$ cat config.mk
export PLATFORM = sky130hd
export DESIGN_NAME = ppm_frame_ctrl
export DESIGN_NICKNAME = d
export VERILOG_FILES = /design/src/rtl/ppm_frame_ctrl.sv
export SDC_FILE = /design/constraint.sdc
export NUM_CORES = 1
export LEC_CHECK = 0
export CAP_MARGIN = 10
export CORE_MARGIN = 2
export CORE_UTILIZATION = 57
export DETAILED_ROUTE_END_ITERATION = 7
export DONT_BUFFER_PORTS = 1
export MAX_ROUTING_LAYER = met4
export PLACE_DENSITY_LB_ADDON = 0.05
export SLEW_MARGIN = 5
export SYNTH_ARGS = -nofsm -noshare
export SYNTH_HDL_FRONTEND = slang
export SYNTH_SLANG_ARGS = --single-unit
$ cat constraint.sdc
create_clock -name clk -period 2.8 [get_ports clk]
set_clock_uncertainty 0.2 [all_clocks]
set_input_delay 0.14 -clock clk [delete_from_list [all_inputs] [get_ports clk]]
set_output_delay 0.14 -clock clk [all_outputs]
set_load 0.02 [all_outputs]
$ cat src/rtl/ppm_frame_ctrl.sv
// rtl/ppm_frame_ctrl.sv - frame scheduler feeding the 4-PPM symbol modulator
module ppm_frame_ctrl #(
  parameter int         PREAMBLE_SYMS    = 8,
  parameter logic [7:0] SYNC_BYTE        = 8'hD5,
  parameter int         GUARD_CYCLES     = 32,
  parameter int         UNDERRUN_TIMEOUT = 64
) (
  input  logic       clk,
  input  logic       rst,
  input  logic       tx_start,
  input  logic [7:0] tx_len,
  input  logic [7:0] data,
  input  logic       data_valid,
  output logic       data_ready,
  output logic [1:0] sym_code,
  output logic       sym_valid,
  input  logic       sym_ready,
  output logic       busy,
  output logic       frame_done,
  output logic       underrun
);

  localparam int CW = (PREAMBLE_SYMS > 4) ? $clog2(PREAMBLE_SYMS) : 2;
  localparam int SW = $clog2(UNDERRUN_TIMEOUT + 1);
  localparam int GW = $clog2(GUARD_CYCLES + 1);
  localparam logic [CW-1:0] PRE_LAST    = CW'(PREAMBLE_SYMS - 1);
  localparam logic [CW-1:0] SYM_LAST    = CW'(3);
  localparam logic [SW-1:0] STARVE_LAST = SW'(UNDERRUN_TIMEOUT - 1);
  localparam logic [GW-1:0] GUARD_LAST  = GW'(GUARD_CYCLES - 1);

  typedef enum logic [2:0] {
    S_IDLE, S_PREAMBLE, S_SYNC, S_HEADER, S_PAYLOAD, S_GUARD
  } state_t;

  state_t        state_q, state_d;
  logic [1:0]    sym_code_q, sym_code_d;
  logic          sym_valid_q, sym_valid_d;
  logic          data_ready_q, data_ready_d;
  logic          busy_q, busy_d;
  logic          frame_done_q, frame_done_d;
  logic          underrun_q, underrun_d;
  logic          aborted_q, aborted_d;
  logic          idle_hold_q, idle_hold_d;
  logic [7:0]    len_q, len_d;
  logic [7:0]    bytes_left_q, bytes_left_d;
  logic [7:0]    shreg_q, shreg_d;
  logic [CW-1:0] cnt_q, cnt_d;
  logic [SW-1:0] starve_q, starve_d;
  logic [GW-1:0] guard_q, guard_d;

  logic          sym_acc;
  logic [CW-1:0] cnt_inc;

  assign sym_acc = sym_valid_q && sym_ready;
  assign cnt_inc = cnt_q + CW'(1);

  always_comb begin
    state_d      = state_q;
    sym_code_d   = sym_code_q;
    sym_valid_d  = sym_valid_q;
    data_ready_d = data_ready_q;
    frame_done_d = 1'b0;
    underrun_d   = 1'b0;
    aborted_d    = aborted_q;
    idle_hold_d  = 1'b0;
    len_d        = len_q;
    bytes_left_d = bytes_left_q;
    shreg_d      = shreg_q;
    cnt_d        = cnt_q;
    starve_d     = starve_q;
    guard_d      = guard_q;

    // Mid-byte symbols are shared by SYNC, HEADER and PAYLOAD.
    if (sym_acc && (state_q inside {S_SYNC, S_HEADER, S_PAYLOAD}) && (cnt_q != SYM_LAST)) begin
      sym_code_d = shreg_q[7:6];
      shreg_d    = {shreg_q[5:0], 2'b00};
      cnt_d      = cnt_inc;
    end

    case (state_q)
      S_IDLE: begin
        if (tx_start && !idle_hold_q) begin
          state_d     = S_PREAMBLE;
          len_d       = tx_len;
          cnt_d       = '0;
          sym_valid_d = 1'b1;
          sym_code_d  = 2'b00;
          aborted_d   = 1'b0;
        end
      end
      S_PREAMBLE: begin
        if (sym_acc) begin
          if (cnt_q == PRE_LAST) begin
            state_d    = S_SYNC;
            sym_code_d = SYNC_BYTE[7:6];
            shreg_d    = {SYNC_BYTE[5:0], 2'b00};
            cnt_d      = '0;
          end else begin
            cnt_d      = cnt_inc;
            sym_code_d = cnt_inc[0] ? 2'b11 : 2'b00;
          end
        end
      end
      S_SYNC: begin
        if (sym_acc && cnt_q == SYM_LAST) begin
          state_d    = S_HEADER;
          sym_code_d = len_q[7:6];
          shreg_d    = {len_q[5:0], 2'b00};
          cnt_d      = '0;
        end
      end
      S_HEADER: begin
        if (sym_acc && cnt_q == SYM_LAST) begin
          sym_valid_d = 1'b0;
          if (len_q == 8'd0) begin
            state_d = S_GUARD;
            guard_d = '0;
          end else begin
            state_d      = S_PAYLOAD;
            bytes_left_d = len_q;
            data_ready_d = 1'b1;
            starve_d     = '0;
          end
        end
      end
      S_PAYLOAD: begin
        // data_ready and sym_valid are never high together here.
        if (data_ready_q) begin
          if (data_valid) begin
            data_ready_d = 1'b0;
            sym_valid_d  = 1'b1;
            sym_code_d   = data[7:6];
            shreg_d      = {data[5:0], 2'b00};
            cnt_d        = '0;
            bytes_left_d = bytes_left_q - 8'd1;
            starve_d     = '0;
          end else if (starve_q == STARVE_LAST) begin
            data_ready_d = 1'b0;
            underrun_d   = 1'b1;
            aborted_d    = 1'b1;
            state_d      = S_GUARD;
            guard_d      = '0;
            starve_d     = '0;
          end else begin
            starve_d = starve_q + SW'(1);
          end
        end else if (sym_acc && cnt_q == SYM_LAST) begin
          sym_valid_d = 1'b0;
          if (bytes_left_q == 8'd0) begin
            state_d = S_GUARD;
            guard_d = '0;
          end else begin
            data_ready_d = 1'b1;
          end
        end
      end
      S_GUARD: begin
        if (guard_q == GUARD_LAST) begin
          state_d      = S_IDLE;
          frame_done_d = !aborted_q;
          idle_hold_d  = 1'b1;
          guard_d      = '0;
        end else begin
          guard_d = guard_q + GW'(1);
        end
      end
      default: state_d = S_IDLE;
    endcase

    busy_d = (state_d != S_IDLE);
  end

  always_ff @(posedge clk) begin
    if (rst) begin
      state_q      <= S_IDLE;
      sym_code_q   <= 2'b00;
      sym_valid_q  <= 1'b0;
      data_ready_q <= 1'b0;
      busy_q       <= 1'b0;
      frame_done_q <= 1'b0;
      underrun_q   <= 1'b0;
      aborted_q    <= 1'b0;
      idle_hold_q  <= 1'b0;
      len_q        <= '0;
      bytes_left_q <= '0;
      shreg_q      <= '0;
      cnt_q        <= '0;
      starve_q     <= '0;
      guard_q      <= '0;
    end else begin
      state_q      <= state_d;
      sym_code_q   <= sym_code_d;
      sym_valid_q  <= sym_valid_d;
      data_ready_q <= data_ready_d;
      busy_q       <= busy_d;
      frame_done_q <= frame_done_d;
      underrun_q   <= underrun_d;
      aborted_q    <= aborted_d;
      idle_hold_q  <= idle_hold_d;
      len_q        <= len_d;
      bytes_left_q <= bytes_left_d;
      shreg_q      <= shreg_d;
      cnt_q        <= cnt_d;
      starve_q     <= starve_d;
      guard_q      <= guard_d;
    end
  end

  assign sym_code   = sym_code_q;
  assign sym_valid  = sym_valid_q;
  assign data_ready = data_ready_q;
  assign busy       = busy_q;
  assign frame_done = frame_done_q;
  assign underrun   = underrun_q;

endmodule

Word level (Yosys, flattened, before mapping)
Cells that the tools add are included.
- bits in registers: 52
- bits in latches: 0
- RAM bits: 0
- memory bits (read-only): 0
- output and inout port bits: 7
- word-level logic and storage cells: 149
- memories kept: 0
- $add $sub $neg: 4
- multiply operators: 0
- divide/modulo/power cells: 0
- $lt $le $gt $ge: 0
- eq/ne operators: 23
- shift-type cells: 0
- mux-type cells: 77
- bitwise logic cells: 4
- reduce and logical (&&, ||, !) cells: 26
- operators with widths (kind ; count):
    8-bit 2-to-1 mux ; 10
    3-bit 2-to-1 mux ; 18
    6-bit 2-to-1 mux ; 8
    7-bit 2-to-1 mux ; 5
    8-bit case mux with 3 select lines ; 1
    1-bit 2-to-1 mux ; 18
    3-bit case mux with 6 select lines ; 1
    6-bit case mux with 3 select lines ; 1
    8-bit logical NOT ; 2
    2-bit 2-to-1 mux ; 8
    8-bit case mux with 2 select lines ; 1
    7-bit case mux with 2 select lines ; 1
    3-bit by 2-bit != test with 1-bit output, second input constant ; 4
    3-bit case mux with 4 select lines ; 1
    3-bit nonzero test ; 4
    2-bit != test, second input constant ; 5
    5-bit AND reduction ; 2
    3-bit by 2-bit == test with 1-bit output, second input constant ; 3
    3-bit == test, second input constant ; 3
    2-bit case mux with 4 select lines ; 1
    8-bit by 1-bit subtractor with 8-bit output, second input constant ; 1
    7-bit by 1-bit adder with 7-bit output, second input constant ; 1
    7-bit by 6-bit == test with 1-bit output, second input constant ; 1
    7-bit AND reduction ; 1
    19 further kinds ; 33

Longest topological paths before layout
Gate-level depths: netlist of the first run.
- depth after elaboration: 8
- depth in mapped cells: 7
- mapped depth without buffers: 6

Worst setup path after synthesis of the first run
OpenSTA, ideal clock, no wires.
- path type: register -> register
- start point: reg cnt_q[0]
- end point: reg guard_q[4]
- library setup time: 0.139 ns
- arrival: 1.679 ns
- required time: 2.461 ns
- path slack: 0.782 ns
- stages on the path, launching flop included: 8
- clock period less this slack: 2.018 ns
- path through: dfxtp_1 ha_1 ha_1 and3b_1 clkbuf_1 a41oi_1 a31oi_1 a311oi_1
- longest elaborated chain between the ends: 4
- elaborated cells between the ends (all ways): 5
- those cells by class: eq/ne: 3; reduce/logical: 2
- ends and longest elaborated chain (what ; line ; text):
    start: declaration ; 47 ; logic [CW-1:0] cnt_q, cnt_d;
    start signal: assignment ; 203 ; cnt_q <= cnt_d;
    3-bit by 2-bit == test with 1-bit output (*) ; 113, 147 ;
    1-bit logical AND (*) ; 113, 147 ;
    3-bit by 2-bit != test with 1-bit output (no source line) or 2-bit by 1-bit != test with 1-bit output (tied branches) ; - ;
    7-bit AND reduction (no source line) (*) ; - ;
    end signal: assignment ; 205 ; guard_q <= guard_d;
    end: declaration ; 49 ; logic [GW-1:0] guard_q, guard_d;
Mark *: on every way between the ends. The rest lies on a longest branch, timed or not.
A chain may end at the register's enable or synchronous reset.

Worst setup path in the final report of the first run
- start point: reg cnt_q[0]
- end point: reg shreg_q[3]
- longest elaborated chain between the ends: 6
- elaborated cells between the ends (all ways): 12
- those cells by class: eq/ne: 3; mux: 7; reduce/logical: 2
- ends and longest elaborated chain (what ; line ; text):
    3-bit by 2-bit != test with 1-bit output ; 74 ; if (sym_acc && (state_q inside {S_SYNC, S_HEADER, S_PAYLOAD}) && (cnt_q != SYM_LAST)) begin
    1-bit logical AND ; 74 ;
    8-bit 2-to-1 mux ; 74 ;
    8-bit 2-to-1 mux, on equally long branches ; 129, 93 ;
    8-bit 2-to-1 mux, on equally long branches ; 128, 92 ;
    8-bit case mux with 3 select lines (*) ; 80 ; case (state_q)
    end signal: assignment ; 202 ; shreg_q <= shreg_d;
    end: declaration ; 46 ; logic [7:0] shreg_q, shreg_d;
Marked as above.

==> flow_summary.yaml, run 1 <==
outcome:
  outcome: "finished clean"
timing:
  worstMarginPinSlew_ns: 0.590
  rsz0062_at_grt: "yes"
  timing.final.ws_setup_ns: 0.0964
  fmax_mhz: 370
  setup_viol: 0
  hold_viol: 0
  slew_viol_final: 0
  fin_setup_tns_ns: 0
  slew_headroom_pct: 60.3
  layout_min_cycle_time_ns: 2.70
  fin_crit_sh_pct: 96.6
power:
  intPower_uw: 1010
  leakage_uw: 0.00122
  peakVddDrop_v: 0.000262
  power_switching_uw: 348
  power_density_nw_per_um2: 393
  comb_power_share_pct: 9.9
  seqPwrFrac_pct: 56.8
  power.total_uw: 1360
  swShare_pct: 25.7
  clockPowerShare_pct: 33.3
synth:
  synth_ff_type: "dfxtp_1"
  synthesis.instances: 362
  syn_nets: 389
  seq_area_frac_synth_pct: 35.4
  syn_area_per_cell_um2: 8.12
  synth.distinct_cells: 60
  yosys_register_bits: 52
  synth_edf_count: 0
  ys_warn_count: 0
  syn_area_um2: 2940
  async_flop_share_pct: 0
detailed_routing:
  viasPerCell: 6.36
  routedWlPerCell_um: 17.5
  wl_mm: 8.06
  top_layer: "met4"
  drtAntennaViolNets: 0
  drt_pass1_iterations: 5
  vias: 2927
  dr_wl_met3_um: 446
  wl_met1_mm: 3.62
  wl_met2_mm: 3.83
  drt_iter0_drc: 257
  drc_errors: 0
finish:
  num-nets-final: 416
  layout.area.seq_um2: 1040
  fillCellCount: 438
  layout-drive-gt1-share_pct: 9.23
  final_cells: 460
  antenna_cells: 0
  multiInputGateArea_um2: 1800
  area_growth_pct: 17.2
placement:
  gp_congestion: 0.926
  dp_hpwl_mm: 5.32
  dp.cells: 423
  portBuffers: 0
  dp_slack_ns: 0.512
global_route:
  grt_pass1_wl_mm: 12.6
  grt_pass1_vias: 2621
  grt-ovfl-total: 0
  grt_max_degree: 45
  track_usage_pct: 29.6
  antenna_found_initial: 0
setup_path:
  cp_max_fo: 7
  r2r_slack_ns: 0.1
  arrival_ns: 2.71
  crit_required_ns: 2.81
  start_kind: "flip-flop"
  max_stage_delay_ns: 0.56
  cp_cell_sequence: "ha_1, ha_1, nand3b_1, and2_1, o311ai_2, a21oi_1, dlygate4sd3_1"
  cp_common_cell: "ha_1"
  crit_type: "reg -> reg"
  cp_slowest_cell: "dlygate4sd3_1"
  worst_setup_path_end_kind: "flip-flop"
clocking:
  cts_sinks: 52
  cts_buffer_depth: 2
  cts.htree.levels: 2
  numCtsBuffers: 5
  cts_tree: "yes"
  clk_latency_ns: 0.31
  clk_pin_slew_ns: 0.10
  cts_root_buffer: "clkbuf_8"
hold_path:
  hold_path.class: "in -> reg"
floorplanning:
  io_pins: 28
  die_h_um: 75.8
  die_area_um2: 5750
  start_util_pct: 58.3
  core_um2: 5040
  fp.dieW_um: 75.8
  std_cell_rows: 26
run:
  max_cap_viol_count: 0
-- flip-flops by register name, indices dropped and copies added, names as in the netlist --
register,flops
aborted_q,1
underrun,1
frame_done,1
sym_code,2
state_q,3
len_q,8
data_ready,1
guard_q,6
shreg_q,8
starve_q,7
cnt_q,3
sym_valid,1
busy,1
bytes_left_q,8
idle_hold_q,1
-- cell usage in the layout (no fill, tap or decap), drive strengths merged, types with 4 or more instances in the layout --
cell type	count
o22ai	4
nor3	9
nor2b	8
a32o	5
nor4	7
and3	10
a22oi	4
a221oi	7
buf	15
nand2b	4
nand2	45
ha	6
nand3b	8
a21oi	30
dlygate4sd3	26
clkbuf	7
inv	9
a31oi	6
a21boi	4
nor2	12
o21a	4
and2	9
dfxtp	52
o21ai	16
mux2i	8
nand3	20
a211oi	8
-- cell type report --
class | count | share of cell area (%)
tap | 70 | 2.54
inverter | 10 | 1.09
clock inverter | 1 | 0.218
timing repair buffer | 41 | 11.2
multi-input combinational | 279 | 52.3
clock buffer | 7 | 2.50
sequential | 52 | 30.2
-- cells by family (layout without fill, tap and decap cells) --
family / count (synthesis) / count (layout) / synth area share (%)
AOI/OAI and AO/OA: 117 / 117 / 27.7
xor gates and xnor gates: 1 / 1 / 0.298
adders and majority gates: 6 / 6 / 2.55
buffers and inverters: 31 / 59 / 4.30
DFF: 52 / 52 / 35.4
muxes: 8 / 8 / 2.72
and+or+nand+nor: 147 / 147 / 27.1
-- timing repair --
action	in CTS	in global routing
resized for setup	0	5
hold buffers	27	0
hold endpoints to repair	52	0
endpoints found under the setup margin	0	4
setup buffers	0	2
-- final timing paths --
| check | start | endpoint | cells after the start |
|---|---|---|---|
| hold / removal | sym_ready | state_q[2] | 3 |
| setup / recovery | cnt_q[0] | shreg_q[3] | 7 |
| hold reg to reg | aborted_q | frame_done | 1 |
| setup reg to reg | cnt_q[0] | shreg_q[3] | 7 |
-- per-layer routing --
layer  GRT usage, %  vias up
li1               -     1421
met1           38.2     1381
met2           47.9      109
met3           5.03       16
met4           7.60        0
met5              -        -
-- metrics by stage --
stage | hold slack (ns) | util (%) | cell area (µm²)
global route | 0.0552 | 68.4 | 3450
finish | 0.0396 | 68.4 | 3450
CTS | 0.0229 | 67.6 | 3410
floorplan | 0.0760 | - | 2940
detailed placement | 0.0145 | 60.2 | 3030
global placement | 0.0127 | 60.2 | 3030
-- worst max-delay path, delay by kind of cell (launching register included) --
kind	cells	cell delay, ns
buf+inv	1	0.56
compound gates	2	0.39
flops	1	0.37
simple gates	2	0.58
fa+ha+maj	2	0.51
-- cell usage after synthesis (all sizes together) (7+ instances only) --
| cell type | instances | area share (%) |
|---|---|---|
| a211oi | 8 | 2.2 |
| a21oi | 30 | 5.1 |
| a221oi | 7 | 2.1 |
| and2 | 9 | 1.9 |
| and3 | 10 | 2.1 |
| buf | 8 | 1.4 |
| clkbuf | 13 | 1.7 |
| dfxtp | 52 | 35 |
| inv | 9 | 1.1 |
| mux2i | 8 | 2.7 |
| nand2 | 45 | 5.7 |
| nand3 | 20 | 3.4 |
| nand3b | 8 | 2.0 |
| nor2 | 12 | 1.5 |
| nor2b | 8 | 1.7 |
| nor3 | 9 | 1.7 |
| nor4 | 7 | 1.9 |
| o21ai | 16 | 2.7 |
-- power groups by stage --
stage               clock (µW)  combinational [µW]  sequential (µW)
floorplan                    0                76.2              783
global placement             0                87.8              787
detailed placement           0                88.6              787
CTS                        460                 128              769
global route               488                 144              772
finish                     451                 135              770
Note: power is estimated with default switching activity, not from simulation.
==> inputs of run 2 (changes only) <==
Settings changed: CORE_ASPECT_RATIO set to 0.7, CTS_CLUSTER_SIZE set to 24.
==> flow_summary.yaml, run 2 (same netlist as run 1, synthesis figures left out) <==
setup_path:
  timing.rr.start: "cnt_q[0]"
  crit_path_end: "starve_q[1]"
  cp_top_family: "compound AO/OA/AOI/OAI gates"
  r2r_cells: 7
  r2r_slack_ns: 0.22
  arrival_ns: 2.64
  cp.depth: 7
  start_kind: "flip-flop"
  crit_required_ns: 2.85
  cp_slowest_cell: "dlygate4sd3_1"
  cp_cell_sequence: "ha_1, ha_1, nand3b_1, a211oi_4, o2111ai_1, a21oi_1, dlygate4sd3_1"
  cp_common_cell: "ha_1"
  startpoint: "cnt_q[0]"
  max_stage_delay_ns: 0.56
  worst-path-buf-inv: 1
  worst_setup_path_end_kind: "flip-flop"
  r2r-end: "starve_q[1]"
  cp_max_fo: 7
  crit_type: "reg -> reg"
global_route:
  track_usage_pct: 28.8
  grt_pass1_wl_mm: 13.2
  grt_pass1_vias: 2694
  grt_max_degree: 45
  grt-ovfl-total: 0
  antenna_found_initial: 0
detailed_routing:
  wl_mm: 7.77
  drc_errors: 0
  routedWlPerCell_um: 17.4
  viasPerCell: 6.50
  drtAntennaViolNets: 0
  vias: 2907
  drt_pass1_iterations: 5
  drt_iter0_drc: 346
finish:
  fillCellCount: 400
  antenna_cells: 0
  layout.area.seq_um2: 1040
  layout_commonest_cell: "dfxtp_1"
  mostFrequentLayoutCells: "dfxtp_1, nand2_1, a21oi_1"
  reg_top3: "bytes_left_q x8, len_q x8, shreg_q x8"
  area_growth_pct: 13.0
  finalCoreUtilization_pct: 68.3
  layout-drive-gt1-share_pct: 6.88
  num-nets-final: 404
  multiInputGateArea_um2: 1790
clocking:
  cts_tree: "yes"
  cts_root_buffer: "clkbuf_8"
  clk_pin_slew_ns: 0.09
  clk_latency_ns: 0.31
  cts_sinks: 52
  numCtsBuffers: 5
  cts_buffer_depth: 2
  cts.htree.levels: 2
power:
  peakVddDrop_v: 0.000228
  leakage_uw: 0.00115
  power_density_nw_per_um2: 405
  intPower_uw: 1010
  seqPwrFrac_pct: 57.2
  swShare_pct: 25.2
  power_switching_uw: 340
  clockPowerShare_pct: 33.1
  comb_power_share_pct: 9.7
timing:
  hold_slack_ns: 0.0383
  hold_viol: 0
  rsz0062_at_grt: "no"
  fin_setup_tns_ns: 0
  layout_min_cycle_time_ns: 2.58
  slew_viol_final: 0
  fin_crit_sh_pct: 92.2
  slew_headroom_pct: 56.1
  fmax_mhz: 387
  worstMarginPinSlew_ns: 0.653
  timing.final.ws_setup_ns: 0.218
  setup_viol: 0
run:
  max_cap_viol_count: 0
floorplanning:
  start_util_pct: 60.5
  io_pins: 28
  die_h_um: 64.1
  fp.dieW_um: 89.8
  core_um2: 4860
  die_area_um2: 5760
  std_cell_rows: 21
hold_path:
  holdCritStartpoint: "rst"
  hold_path.class: "in -> reg"
placement:
  dp_hpwl_mm: 5.26
  dp_slack_ns: 0.484
  portBuffers: 0
  gp_congestion: 0.892
outcome:
  outcome: "finished clean"
## run 2: metal layers
metal,part of all wire [%],vias up,global-route usage [%]
met5,0,-,-
met4,1.1,0,7.69
met3,7.0,9,4.25
met2,44,113,43.9
met1,48,1381,40.5
li1,-,1404,-
## run 2: final cells by class
type                       count  share of cell area [%]
multi-input combinational    279                    53.8
sequential                    52                    31.3
timing repair buffer          29                    8.44
clock buffer                   8                    2.71
tap                           69                    2.60
inverter                      10                    1.13
## run 2: what timing repair did
action / 4_1_cts / 5_1_grt
endpoints found under the setup margin: 0 / 1
hold endpoints to repair: 52 / 0
hold buffers: 21 / 0
gates resized for setup: 0 / 2
buffers inserted: 0 / 0
## run 2: how the worst min path moves through the flow
stage                             end  depth (start not counted)
after CTS                  state_q[2]                          3
final                      guard_q[1]                          3
after detailed placement  starve_q[1]                          1
after floorplan              len_q[7]                          2
after global routing       state_q[2]                          3
after global placement    starve_q[1]                          1
## run 2: metrics by stage
| step | power [µW] | area (µm²) | cells |
|---|---|---|---|
| after floorplan | 859 | 2940 | 362 |
| after global placement | 874 | 3000 | 418 |
| after detailed placement | 875 | 3000 | 418 |
| after CTS | 1340 | 3310 | 447 |
| after global routing | 1400 | 3320 | 447 |
| final | 1350 | 3320 | 447 |
## run 2: power groups by stage
| stage | Clock (µW) | Sequential [µW] | Combinational, µW |
|---|---|---|---|
| after floorplan | 0 | 783 | 76.2 |
| after global placement | 0 | 787 | 86.8 |
| after detailed placement | 0 | 787 | 87.5 |
| after CTS | 448 | 770 | 124 |
| after global routing | 484 | 773 | 141 |
| final | 446 | 771 | 130 |
## run 2: worst min-delay path: stages
cell      delay, ns
clkinv_1       0.17
nand2_1        0.08
o32ai_1        0.10
